File: config.mk
export PLATFORM = sky130hd
export DESIGN_NAME = lane_ir_reg_flat
export DESIGN_NICKNAME = d
export VERILOG_FILES = /design/src/rtl/lane_ir_reg_pkg.sv /design/src/rtl/lane_ir_reg_if.sv /design/src/rtl/lane_ir_ptr.sv /design/src/rtl/lane_ir_reg.sv /design/src/flat_wrapper.sv
export SDC_FILE = /design/constraint.sdc
export NUM_CORES = 1
export LEC_CHECK = 0
export BUFFER_PORTS_ARGS = -buffer_cell sky130_fd_sc_hd__buf_2
export CAP_MARGIN = 0
export CORE_ASPECT_RATIO = 2
export CORE_MARGIN = 5
export CORE_UTILIZATION = 40
export DETAILED_ROUTE_END_ITERATION = 7
export GPL_TIMING_DRIVEN = 0
export MAX_ROUTING_LAYER = met4
export PLACE_DENSITY_LB_ADDON = 0.2
export SETUP_SLACK_MARGIN = 0.5
export SYNTH_ARGS = -nofsm -noshare
export SYNTH_HDL_FRONTEND = slang
export SYNTH_SLANG_ARGS = --single-unit
File: constraint.sdc
create_clock -name clk -period 2.47 [get_ports clk]
set_input_delay 0.247 -clock clk [delete_from_list [all_inputs] [get_ports clk]]
set_output_delay 0.247 -clock clk [all_outputs]
set_load 0.005 [all_outputs]
File: src/rtl/lane_ir_reg_pkg.sv
// Shared encodings for the lane-assembled instruction register: fun_sel codes and fill states
// (the fill states are also decoded by the control unit).
package lane_ir_reg_pkg;

    typedef enum logic [1:0] {
        FS_CLEAR = 2'b00,
        FS_LOAD  = 2'b01,
        FS_DEC   = 2'b10,
        FS_INC   = 2'b11
    } fun_sel_e;

    typedef enum logic [1:0] {
        EMPTY   = 2'b00,
        PARTIAL = 2'b01,
        FULL    = 2'b10
    } fill_e;

    function automatic int ptr_width(input int lanes);
        return (lanes > 1) ? $clog2(lanes) : 1;
    endfunction

endpackage

File: src/rtl/lane_ir_reg_if.sv
// Bus bundle between the memory-side driver (master) and lane_ir_reg (slave).
interface lane_ir_reg_if #(
    parameter int LANE_W = 8,
    parameter int LANES  = 2
);
    import lane_ir_reg_pkg::*;

    localparam int PTR_W = ptr_width(LANES);
    localparam int WIDTH = LANES * LANE_W;

    logic              en;
    logic [1:0]        fun_sel;
    logic              auto_lane;
    logic [PTR_W-1:0]  lane_sel;
    logic [LANE_W-1:0] data_in;
    logic [WIDTH-1:0]  data_out;
    logic [PTR_W-1:0]  lane_ptr;
    logic              full;
    logic              wrap;

    modport master (
        output en, fun_sel, auto_lane, lane_sel, data_in,
        input  data_out, lane_ptr, full, wrap
    );

    modport slave (
        input  en, fun_sel, auto_lane, lane_sel, data_in,
        output data_out, lane_ptr, full, wrap
    );

endinterface

File: src/rtl/lane_ir_ptr.sv
// Modulo-LANES auto-load pointer plus written-lane mask and fill-state tracking.
//
//   state   | meaning
//   EMPTY   | no lane written since last clear/reset
//   PARTIAL | at least one, but not every, lane written
//   FULL    | every lane written; full=1
module lane_ir_ptr
    import lane_ir_reg_pkg::*;
#(
    parameter  int LANES = 2,
    localparam int PTR_W = ptr_width(LANES)
) (
    input  logic             clk,
    input  logic             rst,
    input  logic             clr,
    input  logic             adv,
    input  logic             wr,
    input  logic [PTR_W-1:0] wr_idx,
    output logic [PTR_W-1:0] ptr,
    output logic             full
);

    logic [PTR_W-1:0] ptr_q, ptr_d;
    logic [LANES-1:0] mask_q, mask_d;
    fill_e            state_q, state_d;
    logic             wr_ok;

    // Explicit indices beyond the last lane (non-power-of-2 LANES) are dropped.
    assign wr_ok = wr && (int'(wr_idx) < LANES);

    always_ff @(posedge clk) begin
        if (rst) begin
            ptr_q   <= '0;
            mask_q  <= '0;
            state_q <= EMPTY;
        end else begin
            ptr_q   <= ptr_d;
            mask_q  <= mask_d;
            state_q <= state_d;
        end
    end

    always_comb begin
        ptr_d   = ptr_q;
        mask_d  = mask_q;
        state_d = state_q;
        if (clr) begin
            ptr_d   = '0;
            mask_d  = '0;
            state_d = EMPTY;
        end else begin
            if (wr_ok) begin
                mask_d[wr_idx] = 1'b1;
            end
            if (adv) begin
                ptr_d = (int'(ptr_q) == LANES - 1) ? '0 : ptr_q + PTR_W'(1);
            end
            case (state_q)
                EMPTY:   if (wr_ok) state_d = (&mask_d) ? FULL : PARTIAL;
                PARTIAL: if (wr_ok && (&mask_d)) state_d = FULL;
                FULL:    state_d = FULL;
                default: state_d = EMPTY;
            endcase
        end
    end

    assign ptr  = ptr_q;
    assign full = (state_q == FULL);

endmodule

File: src/rtl/lane_ir_reg.sv
// Instruction register assembled one LANE_W lane per cycle, with clear and whole-word inc/dec.
// Build option: define LANE_IR_SATURATE_EN to make inc/dec saturate instead of wrapping.
module lane_ir_reg
    import lane_ir_reg_pkg::*;
#(
    parameter int LANE_W = 8,
    parameter int LANES  = 2
) (
    input  logic          clk,
    input  logic          rst,
    lane_ir_reg_if.slave  bus
);

    localparam int PTR_W = ptr_width(LANES);
    localparam int WIDTH = LANES * LANE_W;

    fun_sel_e         fs;
    logic [PTR_W-1:0] ptr;
    logic [PTR_W-1:0] tgt;
    logic             full;
    logic [WIDTH-1:0] data_q, data_d;
    logic             wrap_q, wrap_d;
    logic             clr_op, load_op;

    assign fs      = fun_sel_e'(bus.fun_sel);
    assign tgt     = bus.auto_lane ? ptr : bus.lane_sel;
    assign clr_op  = bus.en && (fs == FS_CLEAR);
    assign load_op = bus.en && (fs == FS_LOAD);

    lane_ir_ptr #(
        .LANES (LANES)
    ) u_ptr (
        .clk    (clk),
        .rst    (rst),
        .clr    (clr_op),
        .adv    (load_op && bus.auto_lane),
        .wr     (load_op),
        .wr_idx (tgt),
        .ptr    (ptr),
        .full   (full)
    );

    always_ff @(posedge clk) begin
        if (rst) begin
            data_q <= '0;
            wrap_q <= 1'b0;
        end else begin
            data_q <= data_d;
            wrap_q <= wrap_d;
        end
    end

    always_comb begin
        data_d = data_q;
        wrap_d = 1'b0;
        if (bus.en) begin
            case (fs)
                FS_CLEAR: data_d = '0;
                FS_LOAD: begin
                    // An out-of-range tgt matches no lane, so nothing is written.
                    for (int l = 0; l < LANES; l++) begin
                        if (l == int'(tgt)) data_d[l*LANE_W +: LANE_W] = bus.data_in;
                    end
                end
                FS_DEC: begin
                    wrap_d = (data_q == '0);
`ifdef LANE_IR_SATURATE_EN
                    data_d = wrap_d ? data_q : data_q - WIDTH'(1);
`else
                    data_d = data_q - WIDTH'(1);
`endif
                end
                FS_INC: begin
                    wrap_d = (data_q == '1);
`ifdef LANE_IR_SATURATE_EN
                    data_d = wrap_d ? data_q : data_q + WIDTH'(1);
`else
                    data_d = data_q + WIDTH'(1);
`endif
                end
                default: data_d = data_q;
            endcase
        end
    end

    assign bus.data_out = data_q;
    assign bus.lane_ptr = ptr;
    assign bus.full     = full;
    assign bus.wrap     = wrap_q;

endmodule

File: src/flat_wrapper.sv
// flat-port wrapper written by rule: the top's interface ports become plain ports
module lane_ir_reg_flat import lane_ir_reg_pkg::*;
#(
    parameter int LANE_W = 8,
    parameter int LANES  = 2
)
  (clk, rst, bus_en, bus_fun_sel, bus_auto_lane, bus_lane_sel, bus_data_in, bus_data_out, bus_lane_ptr, bus_full, bus_wrap);
  lane_ir_reg_if #(.LANE_W(LANE_W), .LANES(LANES)) bus_i ();
  input  logic clk;
  input  logic rst;
  input wire logic [$bits(bus_i.en)-1:0] bus_en;
  input wire logic [$bits(bus_i.fun_sel)-1:0] bus_fun_sel;
  input wire logic [$bits(bus_i.auto_lane)-1:0] bus_auto_lane;
  input wire logic [$bits(bus_i.lane_sel)-1:0] bus_lane_sel;
  input wire logic [$bits(bus_i.data_in)-1:0] bus_data_in;
  output wire logic [$bits(bus_i.data_out)-1:0] bus_data_out;
  output wire logic [$bits(bus_i.lane_ptr)-1:0] bus_lane_ptr;
  output wire logic [$bits(bus_i.full)-1:0] bus_full;
  output wire logic [$bits(bus_i.wrap)-1:0] bus_wrap;
  assign bus_i.en = bus_en;
  assign bus_i.fun_sel = bus_fun_sel;
  assign bus_i.auto_lane = bus_auto_lane;
  assign bus_i.lane_sel = bus_lane_sel;
  assign bus_i.data_in = bus_data_in;
  assign bus_data_out = bus_i.data_out;
  assign bus_lane_ptr = bus_i.lane_ptr;
  assign bus_full = bus_i.full;
  assign bus_wrap = bus_i.wrap;
  lane_ir_reg #(.LANE_W(LANE_W), .LANES(LANES)) u_core (.clk(clk), .rst(rst), .bus(bus_i));
endmodule
# --- After elaboration in Yosys (flattened, before gate mapping) ---
# Cells that the tools add are included.
totals:
  output_inout_bits: 19
  reg_bits: 22
op_classes:
  n_bitwise: 2
  addsub: 3
  mux: 14
  n_eq_ne: 10
  reduce_logical: 14
  magnitude_cmp: 2
op_table:
  columns: ["op", "n"]
  rows:
  - ["one-hot mux 16 bit (4 select lines)", 1]
  - ["adder 16 x 1 -> 16 bit, second input constant", 1]
  - ["== test 16 bit, second input constant", 1]
  - ["zero test 16 bit", 1]
  - ["two-way mux 8 bit", 2]
  - ["subtractor 16 x 1 -> 16 bit, second input constant", 1]
  - ["two-way mux 2 bit", 5]
  - ["AND reduction 2 bit", 4]
  - ["== test 2 bit, second input constant", 3]
  - ["!= test 2 bit, second input constant", 3]
  - ["one-hot mux 2 bit (3 select lines)", 1]
  - ["logical AND 1 bit", 5]
  - ["== test 2 x 1 -> 1 bit, second input constant", 2]
  - ["zero test 2 bit", 2]
  - ["OR reduction 2 bit", 2]
  - ["two-way mux 1 bit", 3]
  - ["< comparator 1 x 2 -> 1 bit, second input constant", 1]
  - ["!= test 2 x 1 -> 1 bit, second input constant", 1]
  - ["OR 2 bit", 1]
  - ["one-hot mux 1 bit (2 select lines)", 1]
  - ["adder 1 bit, second input constant", 1]
  - ["demux 1 bit (select 1 bit)", 1]
  - ["greater-or-equal comparator 1 bit, second input constant", 1]
  - ["inverter 1 bit", 1]

# --- Longest topological paths before layout ---
# Gate-level depths: netlist of the first run.
depth:
  ltp_word: 12
  ltp_mapped: 10
  depth_no_buf: 10

# --- Cells and area by module ---
# A second synthesis of the first run with hierarchy kept.
hier_totals:
  cells_unflattened: 233
  hier_area_um2: 1920.6
by_module_without_submodules:
  columns: ["mod", "area_per_inst_um2", "instances", "cells_each"]
  rows:
  - ["lane_ir_reg", 1622.8, 1, 200]
  - ["lane_ir_ptr", 297.8, 1, 33]

# --- Least setup slack after synthesis of the first run ---
# Ideal clock, no wire load.
synth_timing:
  path_kind: "input-to-reg"
  from: "in bus_fun_sel[0]"
  to: "reg u_core.data_q[15], in the netlist u_core.bus.data_out[15]"
  slack_ns: 0.104
  path_buffers: 0
  stages: 8
  required_time_ns: 2.367
  arrival_ns: 2.263
  cell_sequence: "nand2_1 -> ha_1 -> or3_4 -> o311ai_4 -> o211ai_2 -> a31oi_2 -> xnor2_1 -> a2111oi_2"
synth_via:
  elab_chain_len: 3
  elab_cells_between_ends: 7
synth_rtl:
  columns: ["item", "line", "source"]
  rows:
  - ["from (decl)", "flat_wrapper.sv:12", "input wire logic [$bits(bus_i.fun_sel)-1:0] bus_fun_sel;"]
  - ["== test 2 x 1 -> 1 bit", "lane_ir_reg.sv:57", "case (fs)"]
  - ["!= test 2 bit (no line)", null, null]
  - ["AND reduction 2 bit (no line)", null, null]
  - ["to (signal assigned)", "lane_ir_reg.sv:48", "data_q <= data_d;"]
  - ["to (decl)", "lane_ir_reg.sv:21", "logic [WIDTH-1:0] data_q, data_d;"]
# Parallel ways exist; a longest one is shown, timed or not.
# A chain may end at the register's enable or synchronous reset.

# --- Final worst setup path of the first run ---
layout_timing:
  from: "reg u_core.data_q[4], in the netlist u_core.bus.data_out[4]"
  to: "reg u_core.data_q[15], in the netlist u_core.bus.data_out[15]"
layout_via:
  elab_chain_len: 2
  elab_cells_between_ends: 3
layout_rtl:
  columns: ["item", "line"]
  rows:
  - ["adder 16 x 1 -> 16 bit or subtractor 16 x 1 -> 16 bit (tied branches)", "lane_ir_reg.sv:78, lane_ir_reg.sv:70"]
  - ["one-hot mux 16 bit (4 select lines) (*)", "lane_ir_reg.sv:57"]
# Mark *: on every way between the ends. The rest lies on a longest branch, timed or not.

==> results of run 1 <==
==> routing by layer <==
metal  vias up  GRT usage (%)
met4         0           12.5
li1       1013              -
met2        66           36.7
met1       966           21.0
met3        25           1.56
met5         -              -
==> power by group through the flow <==
stage                     sequential [mW]  clock, mW  combinational (mW)
after floorplan                     0.442          0               0.470
after global placement              0.457          0               0.620
after detailed placement            0.458          0               0.622
after CTS                           0.448      0.226               0.698
after global routing                0.458      0.238               0.857
final                               0.453      0.223               0.782
==> final timing paths <==
kind,endpoint,slack [ns],cells past startpoint
max,u_core.bus.data_out[15],0.37,7
min,u_core.bus.data_out[12],0.30,3
max reg2reg,u_core.bus.data_out[15],0.37,7
min reg2reg,u_core.u_ptr.state_q[1],0.51,2
==> cells by family (layout without fill, tap and decap cells) <==
family / Yosys count / count (layout) / synth area share (%)
AO/OA/AOI/OAI: 74 / 74 / 29.5
multiplexers: 2 / 2 / 1.05
adder cells (fa/ha/maj): 20 / 20 / 13.5
AND/OR/NAND/NOR: 95 / 96 / 24.1
flip-flops: 22 / 22 / 23.1
buffers and inverters: 14 / 70 / 2.76
XOR/XNOR: 13 / 13 / 5.98
==> cell type report <==
| class | instances | area [sq um] |
|---|---|---|
| Clock buffer | 3 | 41.3 |
| Tap cell | 55 | 68.8 |
| Sequential cell | 22 | 477 |
| Timing Repair Buffer | 53 | 330 |
| Multi-Input combinational cell | 205 | 1690 |
| Buffer | 8 | 30.0 |
| Inverter | 6 | 22.5 |
| Fill cell | 450 | 1940 |
==> layout by cell type (no fill, tap or decap), types with 3 or more instances in the layout <==
cell type,count
nand2b_1,3
nand4_1,4
clkbuf_1,6
ha_4,12
nor4_1,6
a31oi_1,3
o21a_1,3
a21oi_1,14
inv_1,4
dfxtp_1,11
buf_2,30
nor2_1,36
a21o_1,3
nor2b_1,3
xnor2_1,8
a211oi_1,9
o211ai_1,3
xor2_1,5
nand2_1,17
a22oi_1,4
a21oi_2,3
nand3_1,4
nor3_1,3
buf_4,21
clkbuf_8,3
o21ai_1,3
o21ai_0,7
ha_1,6
dfxtp_4,9
==> flip-flops by register name, summed over array words and instances, names as in the netlist <==
register / count
u_core.bus.data_out: 16
u_core.bus.wrap: 1
u_core.u_ptr.mask_q: 2
u_core.u_ptr.ptr: 1
u_core.u_ptr.state_q: 2
==> metrics by stage <==
| step | utilization (%) | area [sq um] | power (mW) |
|---|---|---|---|
| after detailed placement | 48.2 | 2220 | 1.08 |
| after global routing | 57.8 | 2660 | 1.55 |
| after CTS | 53.5 | 2460 | 1.37 |
| after global placement | 48.2 | 2220 | 1.08 |
| after floorplan | - | 1990 | 0.912 |
| final | 57.8 | 2660 | 1.46 |
==> critical path, cell delays in order, from the launching register on <==
cell	delay, ns
dfxtp_4	0.36
ha_4	0.15
or3_4	0.40
o311ai_4	0.33
o211ai_2	0.12
a31oi_2	0.20
xnor2_1	0.11
a2111oi_2	0.34
==> what timing repair did <==
| action | CTS | global route |
|---|---|---|
| setup buffers | 13 | 8 |
| pin swaps | 19 | 26 |
| hold endpoints to repair | 0 | 0 |
| setup endpoints to repair | 8 | 9 |
| gates cloned | 1 | 0 |
| resized for setup | 28 | 32 |
==> impl_metrics.toml, run 1 <==
[cts]
hold_buffers = 0
cts_buffer_depth = 2
worstSkewPairLatency_ns = 0.26
cts-root-buf = "clkbuf_8"
cts_tree = "done"
cts_made_buffers = 3
clk_pin_slew_ns = 0.08
h-tree-depth = 1
cts.sink_count = 22

[routing]
wl_met2_microns = 3340
vias = 2070
dr.pass1.iters = 4
drtIter0Drc = 41
postRouteAntennaNets = 0
routed_wl_microns = 6320
m1WireLength_microns = 2340
top_layer = "met4"
vias_per_cell = 5.88
drc = 0
wl_per_cell_microns = 17.9
dr_wl_met3_microns = 190

[timing]
worst_pin_slew_ns = 0.503
rsz0062_at_grt = "yes"
fmax_mhz = 475
setup_viol = 0
worst_clock_skew_ns = 0.00526
fin_setup_tns_ns = 0
slew_violations = 0
setup_ws_ns = 0.366
worst_hold_slack_ns = 0.298
finalHoldViolations = 0
relSlewSlack_pct = 66.4
period_minus_slack_ns = 2.10
period_share_pct = 85.2

[synthesis]
yosysWarnings = 0
synth_fp_nets = 275
synth_cell_types = 49
synth.top_cells.by_area = "dfxtp_1, ha_1, nor2_1"
synth_top_area_share_pct = 23.1
synth_area_sq_um = 1900
async_reset_ff_share_pct = 0
synth_most_common_cell = "nor2_1"
ys_ff_latch = 22
synth_edf_count = 0
yosysTopAreaCell = "dfxtp_1"
seq_area_frac_synth_pct = 23.1
synth_area_per_cell_sq_um = 7.93
synthCells = 240
yosys-top-cells-count = "nor2_1, dfxtp_1, ha_1, nand2_1, a21oi_1"
synthFlopType = "dfxtp_1"

[place]
place_congestion = 0.854
place_inst = 327
pre_cts_ws_ns = -0.0470
dp_hpwl_microns = 4600
io_buffers = 32

[flow_run]
drv_cap = 0

[floorplanning]
die_h_microns = 108
dieArea_sq_um = 6320
start_util_pct = 41.4
core_sq_um = 4600
rows = 35
dieWidth_microns = 58.8
io_pins = 34

[global_routing]
grt_pass1_wl_microns = 9850
grt_util_all_layers_pct = 20.6
gr-total-overflow = 0
grt_max_degree = 12
antenna_found_initial = 0
first_global_vias = 2062

[pwr]
clkPwrFrac_pct = 15.3
irDropWorstVdd_v = 0.000466
power.switching_mw = 0.567
power_density_nw_per_um2 = 548
cellLeakagePower_nw = 1.07
power_frac_comb_pct = 53.7
p_int_mw = 0.890
seq_power_share_pct = 31.1
sw_frac_of_total_pct = 38.9

[setup_path]
arrival_ns = 2.26
end_kind = "flip-flop"
worst_ep_required_time_ns = 2.63
r2r-start = "u_core.bus.data_out[4]"
critical_path.max_fanout = 2
crit_type = "flip-flop to flip-flop"
critPathLaunch = "u_core.bus.data_out[4]"
critPathLaunchType = "flip-flop"

[run_status]
status = "finished, final reports clean"

[hold_path]
hp-class = "input port to flip-flop"
hp-start = "bus_data_in[4]"

[finish]
n_antenna_cell = 0
area_growth_pct = 39.7
nNetsFinal = 334
drive_gt1_share_pct = 37.7
finalNonFillerCells = 352
Note: power is estimated with default switching activity, not from simulation.
==> inputs of run 2 (changes only) <==
--- a/config.mk
+++ b/config.mk
@@ -9,11 +9,11 @@
 export CAP_MARGIN = 0
 export CORE_ASPECT_RATIO = 2
 export CORE_MARGIN = 5
-export CORE_UTILIZATION = 40
+export CORE_UTILIZATION = 51
 export DETAILED_ROUTE_END_ITERATION = 7
 export GPL_TIMING_DRIVEN = 0
 export MAX_ROUTING_LAYER = met4
-export PLACE_DENSITY_LB_ADDON = 0.2
+export PLACE_DENSITY = 0.83
 export SETUP_SLACK_MARGIN = 0.5
 export SYNTH_ARGS = -nofsm -noshare
 export SYNTH_HDL_FRONTEND = slang
==> run 2 against run 1 <==
  * Combinational power down 2%
  * Sequential share of layout area up 0.27 points
  * Hold slack worse by 0.0079 ns
  * Register-to-register slack is essentially flat
  * Clock power is 52% higher
  * Fmax barely moved
  * Sequential power fell by 0.9%
  * Critical path type unchanged
  * Highest routed layer unchanged
==> impl_metrics.toml, run 2 (synthesized netlist as in run 1, its figures left out) <==
[run_status]
status = "finished, final reports clean"

[cts]
worstSkewPairLatency_ns = 0.27
cts.sink_count = 22
cts_made_buffers = 3
cts-root-buf = "clkbuf_8"
clk_pin_slew_ns = 0.09
h-tree-depth = 1
cts_tree = "done"
cts_buffer_depth = 2
hold_buffers = 0

[setup_path]
cpMaxStageDelayCell = "dfxtp_4"
end_kind = "flip-flop"
cpPeakStageDelay_ns = 0.38
critPathLaunchType = "flip-flop"
worst_ep_required_time_ns = 2.64
path_cells = "ha_4, o21ai_0, nor2_2, o311ai_4, o211ai_2, a31oi_2, xnor2_1, a2111oi_2"
crit_type = "flip-flop to flip-flop"
arrival_ns = 2.27
critical_path.max_fanout = 6

[place]
io_buffers = 32
dpl-instance-area_sq_um = 2210
place_congestion = 0.866
dp_hpwl_microns = 4420

[routing]
vias_per_cell = 6.32
routed_wl_microns = 6340
postRouteAntennaNets = 0
dr.pass1.iters = 5
wl_per_cell_microns = 18.5
vias = 2163
drc = 0
drtIter0Drc = 109

[finish]
final_common_cell = "nor2_1"
multi_input_comb_area_sq_um = 1650
seq_area_sq_um = 474
fill_cells = 262
fin_area_sq_um = 2610
n_antenna_cell = 0
area_growth_pct = 36.9
nNetsFinal = 329
most-common-layout-cells = "nor2_1, buf_2, nand2_1"
largest_reg_flops = 16
drive_gt1_share_pct = 36.2

[floorplanning]
dieWidth_microns = 53.2
core_sq_um = 3610
start_util_pct = 52.8
dieArea_sq_um = 5130
rows = 31
io_pins = 34
die_h_microns = 96.4

[timing]
fmax_mhz = 475
slew_violations = 0
period_share_pct = 85.2
worst_clock_skew_ns = 0.00672
period_minus_slack_ns = 2.10
rsz0062_at_grt = "yes"
setup_viol = 0
worst_pin_slew_ns = 0.543
finalHoldViolations = 0
relSlewSlack_pct = 63.8

[hold_path]
hp-class = "input port to flip-flop"

[global_routing]
grt_max_degree = 14
gr-total-overflow = 0
antenna_found_initial = 0
first_global_vias = 2106
grt_util_all_layers_pct = 25.7
grt_pass1_wl_microns = 9530

[pwr]
power_mw = 1.56
cellLeakagePower_nw = 1.06
power_density_nw_per_um2 = 598
irDropWorstVdd_v = 0.000511

[flow_run]
drv_cap = 0
## run 2: cell types whose count changed in the layout (fill, tap and decap cells not counted), sizes merged
cell    change
buf         -5
bufinv      +1
## run 2: final timing paths
| path | startpoint | end | cells past startpoint | slack (ns) |
|---|---|---|---|---|
| worst min-delay path | bus_data_in[4] | u_core.bus.data_out[12] | 3 | 0.29 |
| worst max register to register | u_core.bus.data_out[9] | u_core.bus.data_out[15] | 8 | 0.37 |
| worst min register to register | u_core.u_ptr.mask_q[1] | u_core.u_ptr.mask_q[1] | 2 | 0.51 |
| worst max-delay path | u_core.bus.data_out[9] | u_core.bus.data_out[15] | 8 | 0.37 |
## run 2: stage by stage
step           utilization [%]  setup WS, ns  std cells  hold slack (ns)  setup TNS, ns
2_1_floorplan                -         0.494        240            0.418              0
3_3_place_gp              61.2       -0.0248        321            0.476        -0.0368
3_5_place_dp              61.2       -0.0537        321            0.492        -0.0909
4_1_cts                   68.3         0.323        338            0.284              0
5_1_grt                   72.2         0.209        342            0.310              0
6_report                  72.2         0.367        342            0.290              0
## run 2: critical path: cells and delay by family, from the launching register on
family | cells | cell delay [ns]
AOI/OAI and AO/OA | 5 | 1.17
and+or+nand+nor | 1 | 0.10
DFF | 1 | 0.38
adders and majority gates | 1 | 0.26
xor gates and xnor gates | 1 | 0.10
## run 2: where the power goes
| group | total, mW | internal, mW | switching [mW] | leakage [nW] |
|---|---|---|---|---|
| combinational | 0.768 | 0.364 | 0.404 | 0.842 |
| clock | 0.340 | 0.217 | 0.123 | 0.0357 |
| sequential | 0.449 | 0.391 | 0.0586 | 0.187 |
## run 2: cell type report
class	instances	share of cell area [%]
Buffer	8	1.20
Clock buffer	3	1.59
Clock inverter	1	1.15
Inverter	6	0.865
Multi-Input combinational cell	205	63.4
Sequential cell	22	18.2
Tap cell	49	2.35
Timing Repair Buffer	48	11.2
## run 2: what timing repair did
| item | CTS | global route |
|---|---|---|
| cloned | 0 | 1 |
| setup endpoints to repair | 7 | 10 |
| setup buffers | 13 | 3 |
| resized for setup | 27 | 27 |
| pin swaps | 14 | 23 |
## run 2: metal layers
metal / share of wire, % / GRT usage [%] / routed length, microns / up-vias
li1: - / - / - / 1003
met1: 33 / 24.8 / 2110 / 975
met2: 51 / 45.6 / 3230 / 136
met3: 6.9 / 2.76 / 440 / 49
met4: 8.8 / 18.8 / 556 / 0
met5: 0 / - / 0 / -
